$ cat src/rtl/leaderboard_pkg.sv
// Shared types and defaults for the top-N leaderboard.
package leaderboard_pkg;

  localparam int unsigned LbScoreW = 32;
  localparam int unsigned LbDepth  = 4;
  localparam int unsigned LbTagW   = 8;

  // Commit-processing sequencer states.
  typedef enum logic [2:0] {
    StIdle,
    StScan,
    StShift,
    StWrite,
    StDone
  } lb_state_t;

  // Rank code reported when a score does not make the table.
  function automatic int unsigned rank_none(input int unsigned depth);
    return depth;
  endfunction

endpackage

$ cat src/rtl/leaderboard_slot.sv
// One leaderboard entry: valid flag, score and player tag, with clear and load.
module leaderboard_slot #(
  parameter int unsigned SCORE_W = 32,
  parameter int unsigned TAG_W   = 8
) (
  input  logic               clk,
  input  logic               rst,
  input  logic               clr_i,
  input  logic               load_i,
  input  logic               valid_i,
  input  logic [SCORE_W-1:0] score_i,
  input  logic [TAG_W-1:0]   tag_i,
  output logic               valid_o,
  output logic [SCORE_W-1:0] score_o,
  output logic [TAG_W-1:0]   tag_o
);

  logic               valid_q;
  logic [SCORE_W-1:0] score_q;
  logic [TAG_W-1:0]   tag_q;

  // Entry register; clear has priority over load.
  always_ff @(posedge clk or posedge rst) begin
    if (rst) begin
      valid_q <= 1'b0;
      score_q <= '0;
      tag_q   <= '0;
    end else if (clr_i) begin
      valid_q <= 1'b0;
      score_q <= '0;
      tag_q   <= '0;
    end else if (load_i) begin
      valid_q <= valid_i;
      score_q <= score_i;
      tag_q   <= tag_i;
    end
  end

  assign valid_o = valid_q;
  assign score_o = score_q;
  assign tag_o   = tag_q;

endmodule

$ cat src/rtl/leaderboard_top_n.sv
// Sorted best-DEPTH score table with a session-best tracker. Commits are inserted by a
// small sequencer: scan for the insertion slot, ripple lower entries down, then write.
module leaderboard_top_n
  import leaderboard_pkg::*;
#(
  parameter int unsigned SCORE_W = LbScoreW,
  parameter int unsigned DEPTH   = LbDepth,
  parameter int unsigned TAG_W   = LbTagW,
  localparam int unsigned IdxW   = $clog2(DEPTH),
  localparam int unsigned RankW  = $clog2(DEPTH + 1)
) (
  input  logic               clk,
  input  logic               rst,
  input  logic               clr,
  input  logic [SCORE_W-1:0] live_points,
  output logic [SCORE_W-1:0] live_best,
  input  logic               commit_valid,
  output logic               commit_ready,
  input  logic [SCORE_W-1:0] commit_score,
  input  logic [TAG_W-1:0]   commit_tag,
  output logic               done,
  output logic [RankW-1:0]   rank,
  input  logic [IdxW-1:0]    rd_idx,
  output logic [SCORE_W-1:0] rd_score,
  output logic [TAG_W-1:0]   rd_tag,
  output logic               rd_valid
);

  localparam logic [IdxW-1:0]  LastIdx  = IdxW'(DEPTH - 1);
  localparam logic [RankW-1:0] RankNone = RankW'(rank_none(DEPTH));

  lb_state_t state_q, state_d;

  logic [IdxW-1:0]    k_q, k_d;
  logic [IdxW-1:0]    j_q, j_d;
  logic [IdxW-1:0]    pos_q, pos_d;
  logic [SCORE_W-1:0] cap_score_q, cap_score_d;
  logic [TAG_W-1:0]   cap_tag_q, cap_tag_d;
  logic [RankW-1:0]   rank_q, rank_d;
  logic [SCORE_W-1:0] live_best_q, live_best_d;

  logic               slot_valid [DEPTH];
  logic [SCORE_W-1:0] slot_score [DEPTH];
  logic [TAG_W-1:0]   slot_tag   [DEPTH];

  logic            accept;
  logic            hit;
  logic            scan_last;
  logic [IdxW-1:0] j_dec;
  logic            shift_last;
  logic            do_shift;
  logic            do_write;

  assign accept     = commit_valid & commit_ready;
  assign scan_last  = (k_q == LastIdx);
  // Strict compare: an equal score lands below the existing holder.
  assign hit        = ~slot_valid[k_q] | (cap_score_q > slot_score[k_q]);
  assign j_dec      = j_q - IdxW'(1);
  assign shift_last = (j_dec == pos_q);

  // Sequencer state register.
  always_ff @(posedge clk or posedge rst) begin
    if (rst) begin
      state_q <= StIdle;
    end else begin
      state_q <= state_d;
    end
  end

  // Sequencer next-state; clear aborts any in-flight commit.
  always_comb begin
    state_d = state_q;
    case (state_q)
      StIdle: begin
        if (accept) state_d = StScan;
      end
      StScan: begin
        if (hit) begin
          state_d = scan_last ? StWrite : StShift;
        end else if (scan_last) begin
          state_d = StDone;
        end
      end
      StShift: begin
        if (shift_last) state_d = StWrite;
      end
      StWrite: state_d = StDone;
      StDone:  state_d = StIdle;
      default: state_d = StIdle;
    endcase
    if (clr) state_d = StIdle;
  end

  // Sequencer outputs and table write strobes.
  always_comb begin
    commit_ready = (state_q == StIdle) & ~clr;
    done         = (state_q == StDone) & ~clr;
    do_shift     = (state_q == StShift) & ~clr;
    do_write     = (state_q == StWrite) & ~clr;
  end

  // Index counters, captured commit, rank and session best.
  always_ff @(posedge clk or posedge rst) begin
    if (rst) begin
      k_q         <= '0;
      j_q         <= '0;
      pos_q       <= '0;
      cap_score_q <= '0;
      cap_tag_q   <= '0;
      rank_q      <= '0;
      live_best_q <= '0;
    end else begin
      k_q         <= k_d;
      j_q         <= j_d;
      pos_q       <= pos_d;
      cap_score_q <= cap_score_d;
      cap_tag_q   <= cap_tag_d;
      rank_q      <= rank_d;
      live_best_q <= live_best_d;
    end
  end

  // Next-state for counters and captured commit; rank survives a clear.
  always_comb begin
    k_d         = k_q;
    j_d         = j_q;
    pos_d       = pos_q;
    cap_score_d = cap_score_q;
    cap_tag_d   = cap_tag_q;
    rank_d      = rank_q;
    case (state_q)
      StIdle: begin
        if (accept) begin
          k_d         = '0;
          cap_score_d = commit_score;
          cap_tag_d   = commit_tag;
        end
      end
      StScan: begin
        if (hit) begin
          pos_d = k_q;
          j_d   = LastIdx;
        end else if (scan_last) begin
          rank_d = RankNone;
        end else begin
          k_d = k_q + IdxW'(1);
        end
      end
      StShift: j_d = j_dec;
      StWrite: begin
        if (!clr) rank_d = RankW'(pos_q);
      end
      default: ;
    endcase
  end

  // Session best: running max of live points and the table leader.
  always_comb begin
    live_best_d = live_best_q;
    if (live_points > live_best_d) live_best_d = live_points;
    if (slot_valid[0] && (slot_score[0] > live_best_d)) live_best_d = slot_score[0];
    if (clr) live_best_d = '0;
  end

  for (genvar gi = 0; gi < DEPTH; gi++) begin : g_slot
    logic               load;
    logic               valid_in;
    logic [SCORE_W-1:0] score_in;
    logic [TAG_W-1:0]   tag_in;

    if (gi == 0) begin : g_head
      // The head slot is only ever written, never shifted into.
      assign load     = do_write & (pos_q == IdxW'(0));
      assign valid_in = 1'b1;
      assign score_in = cap_score_q;
      assign tag_in   = cap_tag_q;
    end else begin : g_body
      assign load     = (do_shift & (j_q == IdxW'(gi))) | (do_write & (pos_q == IdxW'(gi)));
      assign valid_in = do_write ? 1'b1        : slot_valid[gi-1];
      assign score_in = do_write ? cap_score_q : slot_score[gi-1];
      assign tag_in   = do_write ? cap_tag_q   : slot_tag[gi-1];
    end

    leaderboard_slot #(
      .SCORE_W(SCORE_W),
      .TAG_W  (TAG_W)
    ) u_slot (
      .clk    (clk),
      .rst    (rst),
      .clr_i  (clr),
      .load_i (load),
      .valid_i(valid_in),
      .score_i(score_in),
      .tag_i  (tag_in),
      .valid_o(slot_valid[gi]),
      .score_o(slot_score[gi]),
      .tag_o  (slot_tag[gi])
    );
  end

  assign live_best = live_best_q;
  assign rank      = rank_q;
  assign rd_valid  = slot_valid[rd_idx];
  assign rd_score  = slot_score[rd_idx];
  assign rd_tag    = slot_tag[rd_idx];

endmodule

$ cat config.mk
export PLATFORM = sky130hd
export DESIGN_NAME = leaderboard_top_n
export DESIGN_NICKNAME = d
export VERILOG_FILES = /design/src/rtl/leaderboard_pkg.sv /design/src/rtl/leaderboard_slot.sv /design/src/rtl/leaderboard_top_n.sv
export SDC_FILE = /design/constraint.sdc
export NUM_CORES = 1
export LEC_CHECK = 0
export ABC_AREA = 1
export BUFFER_PORTS_ARGS = -buffer_cell sky130_fd_sc_hd__buf_4
export CORE_MARGIN = 2
export CORE_UTILIZATION = 30
export DETAILED_ROUTE_END_ITERATION = 12
export PLACE_DENSITY_LB_ADDON = 0.15
export REMOVE_ABC_BUFFERS = 1
export SETUP_SLACK_MARGIN = 0.4
export SYNTH_ARGS = -nofsm -noshare
export SYNTH_HDL_FRONTEND = slang
export SYNTH_SLANG_ARGS = --single-unit
$ cat constraint.sdc
create_clock -name clk -period 12.4 [get_ports clk]
set_input_delay 2.48 -clock clk [delete_from_list [all_inputs] [get_ports clk]]
set_output_delay 2.48 -clock clk [all_outputs]
set_load 0.02 [all_outputs]
==> metrics.md, run 1 <==
| Metric | Value |
|---|---|
| Reg2reg end | live_best[12] |
| Top-area cell type share of the netlist area | 40.0% |
| Critical path depth in cells | 26 |
| Pin count of the biggest net entering global routing | 111 |
| Starting Density | 30.3% |
| Final Hold Fails | 0 |
| Flop2flop setup slack | 5.91 ns |
| Most common flop cell mapped by yosys | dfrtp_1 |
| Number of global-route vias before repair | 14346 |
| Crit path capture | live_best[12] |
| Worst Clk Skew | 0.0322 ns |
| Worst ir drop on vdd | 0.000115 V |
| Cts bufs inserted | 31 |
| Post-detailed-route count of antenna-violating nets | 0 |
| Avg Synthesized Cell Area | 7.28 sq um |
| WP data required | 12.92 ns |
| FP Rows | 83 |
| Non-filler cells, final | 2915 |
| Startpoint Class | input pin |
| Hold Buf Count CTS | 0 |
| Static Leakage | 8.47 nW |
| Setup crit start | live_points[31] |
| Fmax | 0.124 GHz |
| Slew Viols, Final | 0 |
| Area grow syn2layout | 17.4% |
| Yosys cell types | 33 |
| Buf/Inv on CP | 8 |
| Final setup TNS | 0 ns |
| Vias per cell | 5.08 |
| DRT iter0 DRCs | 1105 |
| Die X | 232 um |
| Post-synth EDFFs | 0 |
| H-tree lvl count | 1 |
| CP dominant cell by count | nand2_1 |
| Drt pass-1 iters | 5 |
| Gate Count Post-Synth | 2134 |
| DP HPWL | 34.6 mm |
| Worst reg2reg startpoint | live_best[31] |
| Synth area leaders | dfrtp_1, o21ai_0, nand2_1 |
| Later-pin clock latency in the skew report | 0.61 ns |
| CP endpoint kind | flip-flop |
| Yosys reg bits | 248 |
| Max stage delay on crit path | 1.05 ns |
| Tmin final | 8.04 ns |
| Largest delay contributor family on the critical path | simple AND/OR/NAND/NOR gates |
| Placed Instances | 2861 |
| Synth warnings | 0 |
| Die area | 53600 sq um |
| Post-CTS setup buffer count | 0 |
| CP Class | input pin to flip-flop |
| DP Worst Slack | 3.82 ns |
| Clk slew on worst S/H paths | 0.06 ns |
| CTS tree | done |
| Critical Path AT | 8.57 ns |
| Max_cap viols | 0 |
| PortBufs | 155 |
| Max clock buf depth | 3 |
| Total Wirelength | 54.2 mm |
| Resize count post-CTS | 0 |
| Antenna violations before repair | 0 |
| Final Cycle Share | 64.9% |
| Worst slew pin tran | 1.22 ns |
| # clock sinks | 248 |
| Final net count | 2392 |
| Residual DRC | 0 |
| Post-synthesis sequential area ratio | 40.0% |
| Mapped Area | 15500 sq um |
| Die H | 232 um |
| Slew headroom | 17.9% |
| Grt total ovfl | 0 |
| Worst-path fanout max | 48 |
| Slowest CP cell | nor4_1 |
| All-Layer GR Usage | 20.1% |
| Ports | 156 |
| Reg2reg path depth | 26 |
| Cell area power density | 172 nW/um^2 |
| GPL Wtd Cong | 0.800 |
| Largest area contributor in the netlist | dfrtp_1 |
| N_diodes | 0 |
| Core ar. | 51300 sq um |
| Share of cells above drive strength 1 | 11.0% |
| Final WS setup | 4.36 ns |
| CTS root buffer | clkbuf_16 |
| Unrepaired setup endpoints after global routing | no |
| Asr flop ratio synth | 100% |
| Endpoints failing setup | 0 |
| Hold/Removal Path Class | flip-flop to flip-flop |
| Vias after detailed routing | 14816 |
| Status | finished, final reports clean |
| Routed wire per std cell | 18.6 um |
| Global-route wire length before repair | 84.1 mm |
## registers in the layout, indices dropped and copies added, names as in the netlist
name and flops:
cap_score_q 32, cap_tag_q 8, g_slot.u_slot.score_o 128, g_slot.u_slot.tag_o 32, g_slot.u_slot.valid_o 4, j_q 2, k_q 2, live_best 32
pos_q 2, rank 3, state_q 3
## cell usage after synthesis (2+ instances only)
master      n
nand2_1   391
clkinv_1    2
a31oi_1    37
nand3_1   121
clkbuf_1   84
a21oi_1   193
inv_2       4
and2_1     31
o211ai_1    2
o21ai_1     5
ha_1      100
o22ai_1    41
buf_1       6
nor3_1      5
nand4_1     7
o21a_1      4
nor2_1    103
dfrtp_1   248
nor4_1      3
o21ai_4     2
o21ai_0   403
buf_2      38
inv_1     294
## worst min-delay path by stage
stage / startpoint / endpoint / slack (ns) / depth (start not counted)
after detailed placement: rank[1] / rank[1] / 0.48 / 2
after global placement: cap_tag_q[6] / cap_tag_q[6] / 0.46 / 2
after floorplan: cap_tag_q[6] / cap_tag_q[6] / 0.44 / 2
final: cap_tag_q[6] / cap_tag_q[6] / 0.49 / 2
after CTS: cap_tag_q[6] / cap_tag_q[6] / 0.50 / 2
after global routing: cap_tag_q[6] / cap_tag_q[6] / 0.51 / 2
## tightest hold or removal path, cell delays in order, from the launching register on
cell	delay (ns)
dfrtp_1	0.36
nand2_1	0.06
nand2_1	0.05
## cell type report
cell class | instances | area (sq um)
repair buffers | 176 | 1320
clock inverters | 14 | 166
inverters | 300 | 1130
clock buffers | 40 | 870
flip-flops and latches | 248 | 6210
multi-input cells | 1457 | 7680
well taps | 680 | 851
fillers | 5530 | 33100
## placed cells by master, fill, tap and decap left out, types with 2 or more instances in the layout
cell type / n
clkbuf_16: 31
inv_2: 7
o21ai_1: 5
o21ai_0: 403
nor4_1: 3
clkinv_2: 9
buf_4: 176
nor2_4: 2
o22ai_1: 41
a21oi_1: 193
bufinv_16: 3
and2_1: 31
nor3_1: 5
nand3_1: 121
o211ai_1: 2
nand4_1: 7
nor2_1: 102
o21a_1: 4
dfrtp_1: 247
inv_1: 291
clkbuf_8: 6
ha_1: 100
clkbuf_1: 3
nand2_1: 389
o21ai_4: 2
a31oi_1: 37
nand2_2: 2
## kinds of logic after synthesis
kind of cell / share of synthesized area (%)
xor gates and xnor gates: 0.113
adders and majority gates: 8.05
buffers and inverters: 10.7
and+or+nand+nor: 17.9
AOI/OAI and AO/OA: 23.3
DFF: 40.0
## stage by stage
stage / power (mW) / hold slack, ns / cell area, sq um / util, %
2_1_floorplan: 1.79 / 0.442 / 15000 / -
3_3_place_gp: 2.20 / 0.462 / 17200 / 33.5
3_5_place_dp: 2.21 / 0.478 / 17200 / 33.5
4_1_cts: 3.17 / 0.496 / 18200 / 35.5
5_1_grt: 3.37 / 0.514 / 18200 / 35.5
6_report: 3.14 / 0.494 / 18200 / 35.5
## metal layers
metal	routed length, um	vias up	GRT usage (%)
li1	-	7235	-
met1	25400	7122	28.3
met4	1250	0	5.43
met3	2920	77	2.67
met5	0	-	0
met2	24600	382	32.3
## where the power goes
part           switching (mW)  internal (mW)  leakage, nW
clock                   0.385          0.554        0.517
combinational           0.722          0.365         4.66
sequential              0.145          0.966         3.29
total                    1.25           1.88         8.47
No activity file was read; power rests on OpenSTA's default activity.
==> inputs of run 2 (changes only) <==
--- a/config.mk
+++ b/config.mk
@@ -5,7 +5,7 @@
 export SDC_FILE = /design/constraint.sdc
 export NUM_CORES = 1
 export LEC_CHECK = 0
-export ABC_AREA = 1
+export ABC_AREA = 0
 export BUFFER_PORTS_ARGS = -buffer_cell sky130_fd_sc_hd__buf_4
 export CORE_MARGIN = 2
 export CORE_UTILIZATION = 30
==> constraint.sdc (replaced) <==
create_clock -name clk -period 6.6 [get_ports clk]
set_input_delay 1.32 -clock clk [delete_from_list [all_inputs] [get_ports clk]]
set_output_delay 1.32 -clock clk [all_outputs]
set_load 0.02 [all_outputs]
==> run 2 against run 1 <==
  * Combinational power decreased by 6%
  * Non-clock buffer count grew 2
  * Register-to-register slack lost 4.7 ns
  * Cell count fell by 22%
  * Die area is 1.8% lower
  * Critical endpoint is now live_best[1]
  * Largest power group is now the clock network
==> metrics.md, run 2 <==
| Metric | Value |
|---|---|
| Global-route wire length before repair | 76.0 mm |
| DRT iter0 DRCs | 821 |
| H-tree lvl count | 2 |
| CTS tree | done |
| Clk slew on worst S/H paths | 0.05 ns |
| Tot Pwr | 4.83 mW |
| Max clock buf depth | 3 |
| Drt pass-1 iters | 5 |
| Worst slew pin tran | 1.19 ns |
| WP data required | 6.98 ns |
| Critical Path AT | 6.07 ns |
| Post-synth top cells | dfrtp_1, nand2_1, a21oi_1 |
| Status | finished, final reports clean |
| Total Wirelength | 49.1 mm |
| # fillers | 5061 |
| Vias per cell | 5.26 |
| Post-synth EDFFs | 0 |
| Later-pin clock latency in the skew report | 0.54 ns |
| Post-synthesis sequential area ratio | 40.7% |
| Starting Density | 30.4% |
| Number of global-route vias before repair | 12184 |
| Slew headroom | 20.2% |
| Static Leakage | 7.55 nW |
| Area grow syn2layout | 19.0% |
| GPL Wtd Cong | 0.794 |
| Endpoints failing setup | 0 |
| Worst-path fanout max | 31 |
| Placed Instances | 2221 |
| Hold Path End | g_slot[3].u_slot.tag_o[3] |
| Avg Synthesized Cell Area | 10.3 sq um |
| Max reg flops | 128 |
| Ports | 156 |
| Yosys reg bits | 248 |
| Largest area contributor in the netlist | dfrtp_1 |
| Final Hold Fails | 0 |
| Gate Count Post-Synth | 1484 |
| Met1 usage | 26.7% |
| Worst Clk Skew | 0.0133 ns |
| CP dominant cell by count | buf_4 |
| Flop2flop setup slack | 1.26 ns |
| Final Cycle Share | 86.3% |
| Most common flop cell mapped by yosys | dfrtp_1 |
| Max_cap viols | 0 |
| All-Layer GR Usage | 18.7% |
| Die X | 229 um |
| PortBufs | 155 |
| Die H | 229 um |
| Post-detailed-route count of antenna-violating nets | 0 |
| Final net count | 1763 |
| GRT met2 Usage | 29.6% |
| Core ar. | 50200 sq um |
| Cts bufs inserted | 34 |
| Post-CTS setup buffer count | 0 |
| Routed wire per std cell | 21.5 um |
| Yosys cell types | 64 |
| Antenna violations before repair | 1 |
| Synth warnings | 0 |
| M3 GR Usage | 3.30% |
| Die area | 52600 sq um |
| Top-area cell type share of the netlist area | 40.7% |
| Non-filler cells, final | 2281 |
| CTS root buffer | clkbuf_16 |
| GR peak layer | met2 |
| Origin of the worst min-delay path | g_slot[3].u_slot.tag_o[3] |
| Slowest CP cell | or2_2 |
| Worst reg2reg startpoint | live_best[14] |
| Cell area power density | 266 nW/um^2 |
| Commonest non-fill, non-tap cell in the layout | dfrtp_1 |
| Reg2reg path depth | 18 |
| Grt total ovfl | 0 |
| Synth area leaders | dfrtp_1, mux4_2, ha_1 |
| Startpoint Class | input pin |
| Unrepaired setup endpoints after global routing | no |
| Vias after detailed routing | 12008 |
| Worst ir drop on vdd | 0.000124 V |
| Residual DRC | 0 |
| Reg2reg end | live_best[1] |
| CP Class | input pin to flip-flop |
| WHS Path Cells | 2 |
| Most frequent cells in the layout | dfrtp_1, nand2_1, a21oi_1, buf_4, o31ai_1 |
| Mapped Area | 15200 sq um |
| Fmax | 0.176 GHz |
| Hold Buf Count CTS | 0 |
| Tmin final | 5.69 ns |
| Pin count of the biggest net entering global routing | 105 |
| Asr flop ratio synth | 100% |
| CP cell instances | buf_4 > ha_1 > nand4_1 > nor3_1 > a21boi_0 > or4b_4 > a2bb2oi_4 > buf_4 > buf_4 > mux2i_1 > ha_1 > nand4_1 > nor4_1 > a21boi_1 > o31a_1 > nor4_4 > or2_2 > a21oi_1 |
| DP HPWL | 31.7 mm |
| Slew Viols, Final | 0 |
| Hold/Removal Path Class | flip-flop to flip-flop |
| FP Rows | 82 |
| Share of cells above drive strength 1 | 24.8% |
| Most common cell in the synthesized netlist | dfrtp_1 |
| # clock sinks | 248 |
| Resize count post-CTS | 0 |
| Max stage delay on crit path | 0.88 ns |
| CP endpoint kind | flip-flop |
-- run 2: changes by cell type after synthesis, moves of 35 or more --
cell | previous run | this run
o21ai_0 | 403 | 15
nor2_1 | 103 | 23
mux2_2 | 0 | 41
nand3_1 | 121 | 10
mux4_2 | 0 | 74
o31ai_1 | 0 | 152
o22ai_1 | 41 | 0
a31oi_1 | 37 | 2
inv_1 | 294 | 70
nand2_1 | 391 | 230
-- run 2: layout make-up --
class / instances / area (sq um) / share of cell area, %
inverter: 71 / 274 / 1.51
antenna: 1 / 2.50 / 0.0138
clock buffer: 52 / 1060 / 5.85
clock inverter: 7 / 115 / 0.634
timing repair buffer: 178 / 1340 / 7.38
multi-input combinational: 1052 / 8310 / 45.8
sequential: 248 / 6210 / 34.2
tap: 672 / 841 / 4.63
-- run 2: layer usage --
metal / routed length, um / share of wire (%) / vias up
met2: 22700 / 46 / 268
li1: - / - / 5672
met1: 23400 / 48 / 6015
met4: 815 / 1.7 / 0
met3: 2230 / 4.5 / 53
met5: 0 / 0 / -
-- run 2: worst max-delay path by stage --
stage / start / end / slack, ns / cells after the start
final: live_points[14] / live_best[1] / 0.91 / 18
after global placement: live_points[28] / live_best[1] / 0.43 / 18
after global routing: live_points[14] / live_best[1] / 0.64 / 18
after detailed placement: live_points[28] / live_best[1] / 0.36 / 18
after CTS: live_points[28] / live_best[1] / 0.94 / 18
after floorplan: rst / cap_score_q[0] / -1.53 / 1
-- run 2: cell families (layout without fill, tap and decap cells) --
group,count (synthesis),count (layout),synth area share (%)
simple gates,354,354,10.7
compound gates,449,449,19.1
fa+ha+maj,100,100,8.21
other cells,0,1,0
flops,248,248,40.7
buf+inv,184,308,5.08
xor+xnor,2,2,0.115
mux,147,147,16.1
-- run 2: metrics by stage --
step	hold WS, ns	utilization, %	TNS, ns	worst slack (ns)	instance area (sq um)
detailed placement	0.466	33.8	0	0.364	17000
global placement	0.462	33.8	0	0.425	17000
global route	0.508	36.2	0	0.642	18200
CTS	0.479	36.2	0	0.940	18100
floorplan	0.443	-	-413.79	-1.53	14700
finish	0.473	36.2	0	0.905	18200
-- run 2: worst max-delay path, delay by kind of cell --
| family | cells | cell delay [ns] |
|---|---|---|
| fa+ha+maj | 2 | 0.63 |
| compound gates | 5 | 0.87 |
| buf+inv | 3 | 0.70 |
| mux | 1 | 0.28 |
| simple gates | 7 | 2.23 |
-- run 2: where the power goes --
part | switching (mW) | total [mW] | internal (mW)
combinational | 0.588 | 1.02 | 0.435
sequential | 0.187 | 1.86 | 1.68
clock | 0.722 | 1.94 | 1.22
total | 1.50 | 4.83 | 3.33
